==> config.mk <==
export PLATFORM = sky130hd
export DESIGN_NAME = dpram_fifo_ctrl
export DESIGN_NICKNAME = d
export VERILOG_FILES = /design/src/rtl/dpram_fifo_ctrl.sv
export SDC_FILE = /design/constraint.sdc
export NUM_CORES = 1
export LEC_CHECK = 0
export CAP_MARGIN = 0
export CORE_MARGIN = 5
export CORE_UTILIZATION = 44
export DETAILED_ROUTE_END_ITERATION = 10
export GPL_TIMING_DRIVEN = 0
export PLACE_DENSITY = 0.73
export SLEW_MARGIN = 25
export SYNTH_ARGS = -nofsm -noshare
export SYNTH_HDL_FRONTEND = slang
export SYNTH_SLANG_ARGS = --single-unit
==> constraint.sdc <==
create_clock -name clk -period 3.95 [get_ports clk]
set_clock_uncertainty 0.1 [all_clocks]
set_input_delay 1.185 -clock clk [delete_from_list [all_inputs] [get_ports clk]]
set_output_delay 1.185 -clock clk [all_outputs]
set_load 0.1 [all_outputs]
==> src/rtl/dpram_fifo_ctrl.sv <==
// Stream-to-RAM FIFO controller for an external 1-cycle-latency dual-port RAM.
// A 2-entry output buffer holds the show-ahead head word(s) returned from the RAM.
module dpram_fifo_ctrl #(
   parameter int DATA_W = 8,
   parameter int ADDR_W = 8,
   parameter int AF_TH  = 240,
   parameter int AE_TH  = 16
) (
   input  logic              clk,
   input  logic              rst_n,
   input  logic              i_flush,
   input  logic              i_s_valid,
   output logic              o_s_ready,
   input  logic [DATA_W-1:0] i_s_data,
   output logic              o_m_valid,
   input  logic              i_m_ready,
   output logic [DATA_W-1:0] o_m_data,
   output logic              o_ram_wr_en,
   output logic [ADDR_W-1:0] o_ram_wr_addr,
   output logic [DATA_W-1:0] o_ram_data_in,
   output logic              o_ram_rd_en,
   output logic [ADDR_W-1:0] o_ram_rd_addr,
   input  logic [DATA_W-1:0] i_ram_data_out,
   output logic [ADDR_W+1:0] o_count,
   output logic              o_full,
   output logic              o_empty,
   output logic              o_almost_full,
   output logic              o_almost_empty
);

   localparam int DEPTH = 2 ** ADDR_W;
   localparam int RCW   = ADDR_W + 1;
   localparam int CW    = ADDR_W + 2;

   logic [ADDR_W-1:0] r_wr_ptr;
   logic [ADDR_W-1:0] r_rd_ptr;
   logic [RCW-1:0]    r_ram_cnt;
   logic              r_inflight;
   logic [1:0]        r_ob_cnt;
   logic              r_ob_head;
   logic              r_init_done;
   logic [DATA_W-1:0] r_ob_data [0:1];

   logic              w_push;
   logic              w_pop;
   logic              w_ret;
   logic              w_ob_tail;
   logic [2:0]        w_ob_busy;

   assign o_s_ready     = r_init_done && !i_flush && (r_ram_cnt < RCW'(DEPTH));
   assign w_push        = i_s_valid && o_s_ready;
   assign o_ram_wr_en   = w_push;
   assign o_ram_wr_addr = r_wr_ptr;
   assign o_ram_data_in = i_s_data;

   // Slots already claimed in the output buffer, counting the read still in the RAM pipe.
   assign w_ob_busy     = {1'b0, r_ob_cnt} + {2'b00, r_inflight};
   assign o_ram_rd_en   = !i_flush && (r_ram_cnt != '0) && (w_ob_busy < 3'd2);
   assign o_ram_rd_addr = r_rd_ptr;

   assign o_m_valid = (r_ob_cnt != 2'd0);
   assign o_m_data  = r_ob_data[r_ob_head];
   assign w_pop     = o_m_valid && i_m_ready && !i_flush;
   assign w_ret     = r_inflight && !i_flush;
   assign w_ob_tail = r_ob_head ^ (r_ob_cnt == 2'd1);

   always_ff @(posedge clk or negedge rst_n) begin
      if (!rst_n) begin
         r_wr_ptr    <= '0;
         r_rd_ptr    <= '0;
         r_ram_cnt   <= '0;
         r_inflight  <= 1'b0;
         r_ob_cnt    <= 2'd0;
         r_ob_head   <= 1'b0;
         r_init_done <= 1'b0;
      end else begin
         r_init_done <= 1'b1;
         if (i_flush) begin
            r_wr_ptr   <= '0;
            r_rd_ptr   <= '0;
            r_ram_cnt  <= '0;
            r_inflight <= 1'b0;
            r_ob_cnt   <= 2'd0;
            r_ob_head  <= 1'b0;
         end else begin
            if (w_push) begin
               r_wr_ptr <= r_wr_ptr + 1'b1;
            end
            if (o_ram_rd_en) begin
               r_rd_ptr <= r_rd_ptr + 1'b1;
            end
            case ({w_push, o_ram_rd_en})
               2'b10:   r_ram_cnt <= r_ram_cnt + 1'b1;
               2'b01:   r_ram_cnt <= r_ram_cnt - 1'b1;
               default: r_ram_cnt <= r_ram_cnt;
            endcase
            r_inflight <= o_ram_rd_en;
            if (w_pop) begin
               r_ob_head <= ~r_ob_head;
            end
            case ({w_ret, w_pop})
               2'b10:   r_ob_cnt <= r_ob_cnt + 2'd1;
               2'b01:   r_ob_cnt <= r_ob_cnt - 2'd1;
               default: r_ob_cnt <= r_ob_cnt;
            endcase
         end
      end
   end

   // Data storage needs no reset; occupancy is tracked by r_ob_cnt.
   always_ff @(posedge clk) begin
      if (w_ret) begin
         r_ob_data[w_ob_tail] <= i_ram_data_out;
      end
   end

   assign o_count        = CW'(r_ram_cnt) + CW'(r_inflight) + CW'(r_ob_cnt);
   assign o_full         = r_init_done && (r_ram_cnt == RCW'(DEPTH));
   assign o_empty        = (o_count == '0);
   assign o_almost_full  = (o_count >= CW'(AF_TH));
   assign o_almost_empty = (o_count <= CW'(AE_TH));

endmodule

==> results.json, run 1 <==
{
  "place_ws_ns": -0.691,
  "postCtsHoldBufs": 0,
  "insertion_delay_ns": 0.30,
  "endpoint_kind": "primary output",
  "crit_path_frequent_cell": "fa_2",
  "grt_max_degree": 31,
  "grt_pass1_wl_microns": 10700,
  "critPathTopFamily": "simple AND/OR/NAND/NOR gates",
  "rsz0062_at_grt": "yes",
  "synth_compound_area_share_pct": 12.5,
  "clockRootBuffer": "clkbuf_8",
  "syn_nets": 307,
  "final_common_cell": "clkdlybuf4s50_1",
  "synth_cells": 271,
  "firstDrtPassIters": 4,
  "critical_path.max_fanout": 3,
  "boundaryPins": 71,
  "fin_nets": 381,
  "synthSimpleGateAreaFrac_pct": 16.3,
  "ys_seq_elements": 46,
  "n_antenna_cell": 0,
  "netlist_area_sq_mm": 0.00278,
  "crit_buf_inv": 3,
  "fp.coreArea_sq_mm": 0.00624,
  "gp_congestion": 0.825,
  "final_max_slew_viol_count": 0,
  "antenna_found_initial": 0,
  "cts.htree.levels": 2,
  "initial_core_util_pct": 44.5,
  "max_slew_margin_pct": 34.7,
  "synth_top_family_by_area": "simple AND/OR/NAND/NOR gates",
  "p_leak_nw": 1.59,
  "hpwlAfterDp_microns": 4810,
  "fillers": 531,
  "yosysUniqueCellTypes": 47,
  "synthArstFlopShare_pct": 65.2,
  "setup_viol": 0,
  "worstSetupStartpointType": "flip-flop",
  "vias": 2297,
  "syn-mean-instance-area_sq_um": 10.2,
  "die_area_sq_mm": 0.00800,
  "grtUsageTotal_pct": 17.0,
  "slowest_stage": "or4_4",
  "max_cap_viol_count": 0,
  "tightestPinTransition_ns": 0.976,
  "die_h_microns": 89.5,
  "synthAdderAreaFrac_pct": 7.57,
  "drt-initial-drc-count": 92,
  "routed_wl_microns": 6590,
  "wl_per_cell_microns": 15.6,
  "post-route-period-util_pct": 98.1,
  "synth.mux.area_fraction_pct": 5.23,
  "synthFlopType": "dfrtp_1",
  "drc_errors": 0,
  "powerDensity_mw_per_mm2": 875,
  "timing.fmax_mhz": 258,
  "cts.clk_slew.worst_paths_ns": 0.09,
  "syn2layout_area_growth_pct": 40.9,
  "critPathMaxStageDelay_ns": 0.47,
  "synth_seq_area_share_pct": 44.3,
  "die_w_microns": 89.5,
  "postRouteAntennaNets": 0,
  "rows": 29,
  "status": "completed",
  "ys_warn_count": 0,
  "hold_viol": 0,
  "synth_edf_count": 16,
  "worstPathCellList": "inv_1 -> fa_2 -> inv_2 -> fa_2 -> xor2_2 -> or4_4 -> nor3_4 -> buf_12",
  "viasPerCell": 5.43,
  "min_period_ns": 3.88,
  "cts_buffers": 5,
  "synth_top_area_cell": "dfrtp_1",
  "cts.path.max_buffers": 2,
  "cts_tree": "done",
  "synth_area_leaders": "dfrtp_1 27%, edfxtp_1 17%, ha_1 5.4%",
  "synthXorXnorAreaFrac_pct": 8.51,
  "hold_path.class": "reg -> reg",
  "cp_data_arrival_time_ns": 2.59,
  "grt_pass1_vias": 2268,
  "drive_above_1_share_pct": 26.6,
  "layout_common_cells": "44 x clkdlybuf4s50_1, 26 x dfrtp_1, 24 x nor2_1",
  "required_ns": 2.66,
  "yosysTopAreaCellShare_pct": 27.0,
  "setup_slack_ns": 0.0741,
  "clock-sinks": 46,
  "vdd_drop_max_mv": 0.965,
  "final_core_utilization_pct": 62.7,
  "port_buffers": 61,
  "grt-ovfl-total": 0,
  "crit_type": "reg -> out"
}
[logic make-up (layout without fill, tap and decap cells)]
family | Yosys count | count (layout)
adder cells (fa/ha/maj) | 15 | 15
flip-flops | 46 | 46
other | 1 | 1
XOR/XNOR | 27 | 27
multiplexers | 12 | 12
AO/OA/AOI/OAI | 51 | 51
AND/OR/NAND/NOR | 87 | 87
buffers and inverters | 32 | 107
[stage by stage]
| stage | TNS [ns] | power, mW | instances | instance area (sq um) | hold WS [ns] |
|---|---|---|---|---|---|
| 6_report | 0 | 3.42 | 423 | 3920 | 0.463 |
| 5_1_grt | -0.0761 | 3.61 | 423 | 3920 | 0.507 |
| 4_1_cts | -0.0138 | 3.34 | 421 | 3820 | 0.466 |
| 3_5_place_dp | -5.28 | 2.91 | 409 | 3650 | 0.444 |
| 3_3_place_gp | -4.97 | 2.86 | 409 | 3640 | 0.431 |
| 2_1_floorplan | -0.773 | 2.47 | 271 | 2940 | 0.497 |
[worst reg2reg max path, delay by kind of cell (launching register included)]
family | cells | cell delay, ns
simple gates | 4 | 1.27
compound gates | 4 | 1.05
fa+ha+maj | 1 | 0.25
buf+inv | 3 | 0.59
flops | 1 | 0.39
[worst paths after layout]
path                                              start                           end  slack, ns  depth (start not counted)
max                             r_ob_cnt[0]$_DFFE_PN0P_                       o_empty       0.07                          8
min                        o_ram_rd_addr[7]$_DFFE_PN0P_  o_ram_rd_addr[7]$_DFFE_PN0P_       0.46                          2
min reg2reg                o_ram_rd_addr[7]$_DFFE_PN0P_  o_ram_rd_addr[7]$_DFFE_PN0P_       0.46                          2
max in group asynchronous                         rst_n          r_inflight$_DFF_PN0_       2.47                          1
min in group asynchronous                         rst_n  o_ram_rd_addr[7]$_DFFE_PN0P_       0.81                          1
max reg2reg                    r_ram_cnt[6]$_DFFE_PN0P_      r_ram_cnt[8]$_DFFE_PN0P_       0.21                         12
[per-layer routing]
metal  GRT usage, %  up-vias  routed length, microns
met2           28.5       69                    3300
met4           4.06        0                      27
li1               -     1103                       -
met3           3.04        4                     415
met1           22.8     1121                    2850
met5              0        -                       0
[synthesized netlist by cell type (5+ instances only)]
cell type	number
nand3_1	8
mux2_2	10
a211oi_1	5
dfrtp_1	30
and3_1	6
ha_1	12
a21oi_1	10
nor3_1	6
xnor2_1	15
edfxtp_1	16
nand2_1	17
clkbuf_1	9
inv_1	12
buf_4	8
o21ai_0	15
xor2_1	12
nor2_1	26
[power by group]
group | internal, mW | switching (mW)
clock network | 0.193 | 0.173
logic | 0.767 | 1.61
registers | 0.575 | 0.104
[cell type report]
| cell class | instances | area [sq um] | share of cell area, % |
|---|---|---|---|
| Sequential cell | 46 | 1240 | 31.6 |
| Timing Repair Buffer | 69 | 696 | 17.8 |
| Clock buffer | 5 | 68.8 | 1.76 |
| Tap cell | 77 | 96.3 | 2.46 |
| Multi-Input combinational cell | 193 | 1610 | 41.1 |
| Inverter | 13 | 48.8 | 1.25 |
| Buffer | 17 | 110 | 2.81 |
| Clock inverter | 3 | 48.8 | 1.25 |
[flip-flops by register name (all words and copies together), names as in the netlist]
signal	count
r_init_done	1
r_ob_head	1
o_ram_rd_addr	8
r_ob_cnt	2
r_ram_cnt	9
o_ram_wr_addr	8
r_ob_data	16
r_inflight	1
[repair_timing]
item | CTS | global route
hold endpoints to repair | 0 | 0
pin swaps | 2 | 3
resized for setup | 66 | 19
setup buffers | 5 | 3
endpoints found under the setup margin | 17 | 12
Note: power is estimated with default switching activity, not from simulation.
==> run 2: changes to the inputs <==
--- a/config.mk
+++ b/config.mk
@@ -7,10 +7,10 @@
 export LEC_CHECK = 0
 export CAP_MARGIN = 0
 export CORE_MARGIN = 5
-export CORE_UTILIZATION = 44
+export CORE_UTILIZATION = 39
 export DETAILED_ROUTE_END_ITERATION = 10
 export GPL_TIMING_DRIVEN = 0
-export PLACE_DENSITY = 0.73
+export PLACE_DENSITY = 0.66
 export SLEW_MARGIN = 25
 export SYNTH_ARGS = -nofsm -noshare
 export SYNTH_HDL_FRONTEND = slang
==> results.json, run 2 (same netlist as run 1, synthesis figures left out) <==
{
  "rr_endpoint": "r_ram_cnt[8]$_DFFE_PN0P_",
  "cp_data_arrival_time_ns": 4.02,
  "min_to": "o_ram_wr_addr[7]$_DFFE_PN0P_",
  "cts.path.max_buffers": 2,
  "die_w_microns": 94.4,
  "worstSetupStartpointType": "primary input",
  "cts.clk_slew.worst_paths_ns": 0.09,
  "initial_core_util_pct": 40.4,
  "setup_viol": 0,
  "critical_path.max_fanout": 10,
  "layout_common_cells": "39 x clkdlybuf4s50_1, 27 x dfrtp_1, 24 x nor2_1",
  "cts_buffers": 5,
  "powerDensity_mw_per_mm2": 848,
  "timing.fmax_mhz": 256,
  "final_area_sq_mm": 0.00387,
  "r2r_slack_ns": 0.20,
  "cts.htree.levels": 2,
  "hold_path.class": "reg -> reg",
  "hold_slack_ns": 0.451,
  "required_ns": 4.07,
  "antenna_found_initial": 0,
  "worstRegToRegCells": 10,
  "hold_path_depth": 2,
  "clockRootBuffer": "clkbuf_8",
  "grt-ovfl-total": 0,
  "fin_nets": 378,
  "max_cap_viol_count": 0,
  "clock-sinks": 46,
  "fp.coreArea_sq_mm": 0.00687,
  "crit_buf_inv": 2,
  "largest_reg_flops": 16,
  "final_max_slew_viol_count": 0,
  "regMostFlops": "r_ob_data",
  "max_slew_margin_pct": 33.9,
  "rows": 30,
  "rsz0062_at_grt": "yes",
  "n_antenna_cell": 0,
  "final_core_utilization_pct": 56.3,
  "drt-initial-drc-count": 102,
  "drive_above_1_share_pct": 24.8,
  "p_leak_nw": 1.61,
  "die_area_sq_mm": 0.00891,
  "port_buffers": 61,
  "vias": 2200,
  "worstPathCellList": "clkdlybuf4s50_1 -> and4bb_4 -> buf_6 -> nor2_4 -> fa_2 -> a211oi_1 -> nor2_1 -> a221o_1 -> or4_1 -> a31oi_1",
  "r2r_start": "r_ram_cnt[5]$_DFFE_PN0P_",
  "tightestPinTransition_ns": 0.989,
  "endpoint_kind": "flip-flop",
  "cts_tree": "done",
  "critPathMaxStageDelay_ns": 0.50,
  "grt_max_degree": 31,
  "hpwlAfterDp_microns": 4640,
  "min_period_ns": 3.90,
  "grt_pass1_wl_microns": 10600,
  "routed_wl_microns": 6410,
  "vdd_drop_max_mv": 0.500,
  "slowest_stage": "clkdlybuf4s50_1",
  "grt_pass1_vias": 2270,
  "grtUsageTotal_pct": 14.8,
  "gp_congestion": 0.771,
  "post-route-period-util_pct": 98.8,
  "hold_path.startpoint": "o_ram_wr_addr[7]$_DFFE_PN0P_",
  "placed_area_sq_mm": 0.00367,
  "syn2layout_area_growth_pct": 39.3,
  "insertion_delay_ns": 0.31,
  "hold_viol": 0,
  "drc_errors": 0,
  "postRouteAntennaNets": 0,
  "wl_per_cell_microns": 14.6,
  "die_h_microns": 94.4,
  "boundaryPins": 71,
  "firstDrtPassIters": 4,
  "status": "completed",
  "critPathTopFamily": "simple AND/OR/NAND/NOR gates",
  "viasPerCell": 5.01,
  "crit_type": "in -> reg",
  "final_common_cell": "clkdlybuf4s50_1",
  "reg.largest.list": "r_ob_data (16), r_ram_cnt (9)"
}
## run 2: cell count changes in the layout (fill, tap and decap cells not counted), moves of 2 or more
cell / change
clkdlybuf4s50_1: -5
buf_4: -3
clkbuf_4: +2
dlymetal6s2s_1: +5
## run 2: layer usage
| layer | track usage (%) | vias to the layer above | wire length [microns] |
|---|---|---|---|
| li1 | - | 1087 | - |
| met1 | 19.3 | 1058 | 2970 |
| met2 | 24.8 | 50 | 3020 |
| met3 | 3.51 | 5 | 357 |
| met4 | 3.97 | 0 | 61 |
| met5 | 0 | - | 0 |
## run 2: layout make-up
type / instances / area (sq um)
inverters: 13 / 48.8
multi-input cells: 193 / 1600
plain buffers: 18 / 110
clock buffers: 5 / 68.8
fillers: 600 / 3000
clock inverters: 3 / 25.0
repair buffers: 65 / 662
well taps: 96 / 120
flip-flops and latches: 46 / 1230
## run 2: stage by stage
step           worst slack, ns  total power, mW  instances  setup TNS (ns)
2_1_floorplan           -0.319             2.47        271          -0.773
3_3_place_gp            -0.701             2.86        428           -5.06
3_5_place_dp            -0.709             2.90        428           -5.23
4_1_cts                -0.0100             3.24        440         -0.0100
5_1_grt                -0.0569             3.46        439         -0.0569
6_report                0.0493             3.28        439               0
## run 2: report_power, final
part / internal (mW) / switching (mW)
Sequential: 0.574 / 0.105
Combinational: 0.721 / 1.58
Clock: 0.128 / 0.174
## run 2: worst max path at each step
stage                        startpoint                  endpoint  slack (ns)  cells after the start
6_report                      i_s_valid  r_ram_cnt[8]$_DFFE_PN0P_        0.05                     10
5_1_grt                       i_s_valid  r_ram_cnt[8]$_DFFE_PN0P_       -0.06                     10
4_1_cts                         i_flush  r_ram_cnt[8]$_DFFE_PN0P_       -0.01                     12
3_5_place_dp                  i_s_valid               o_ram_wr_en       -0.71                      4
3_3_place_gp                  i_s_valid               o_ram_wr_en       -0.70                      4
2_1_floorplan  r_ram_cnt[0]$_DFFE_PN0P_             o_almost_full       -0.32                      8
## run 2: timing repair
| item | 4_1_cts | 5_1_grt |
|---|---|---|
| hold buffers | 0 | 0 |
| buffers inserted | 4 | 0 |
| endpoints found under the setup margin | 17 | 11 |
| pin swaps | 1 | 3 |
| gates resized for setup | 64 | 21 |
## run 2: worst min-delay path: stages (launching register included)
cell and delay, ns:
dfrtp_1 0.37, xor2_1 0.07, nor2_1 0.08
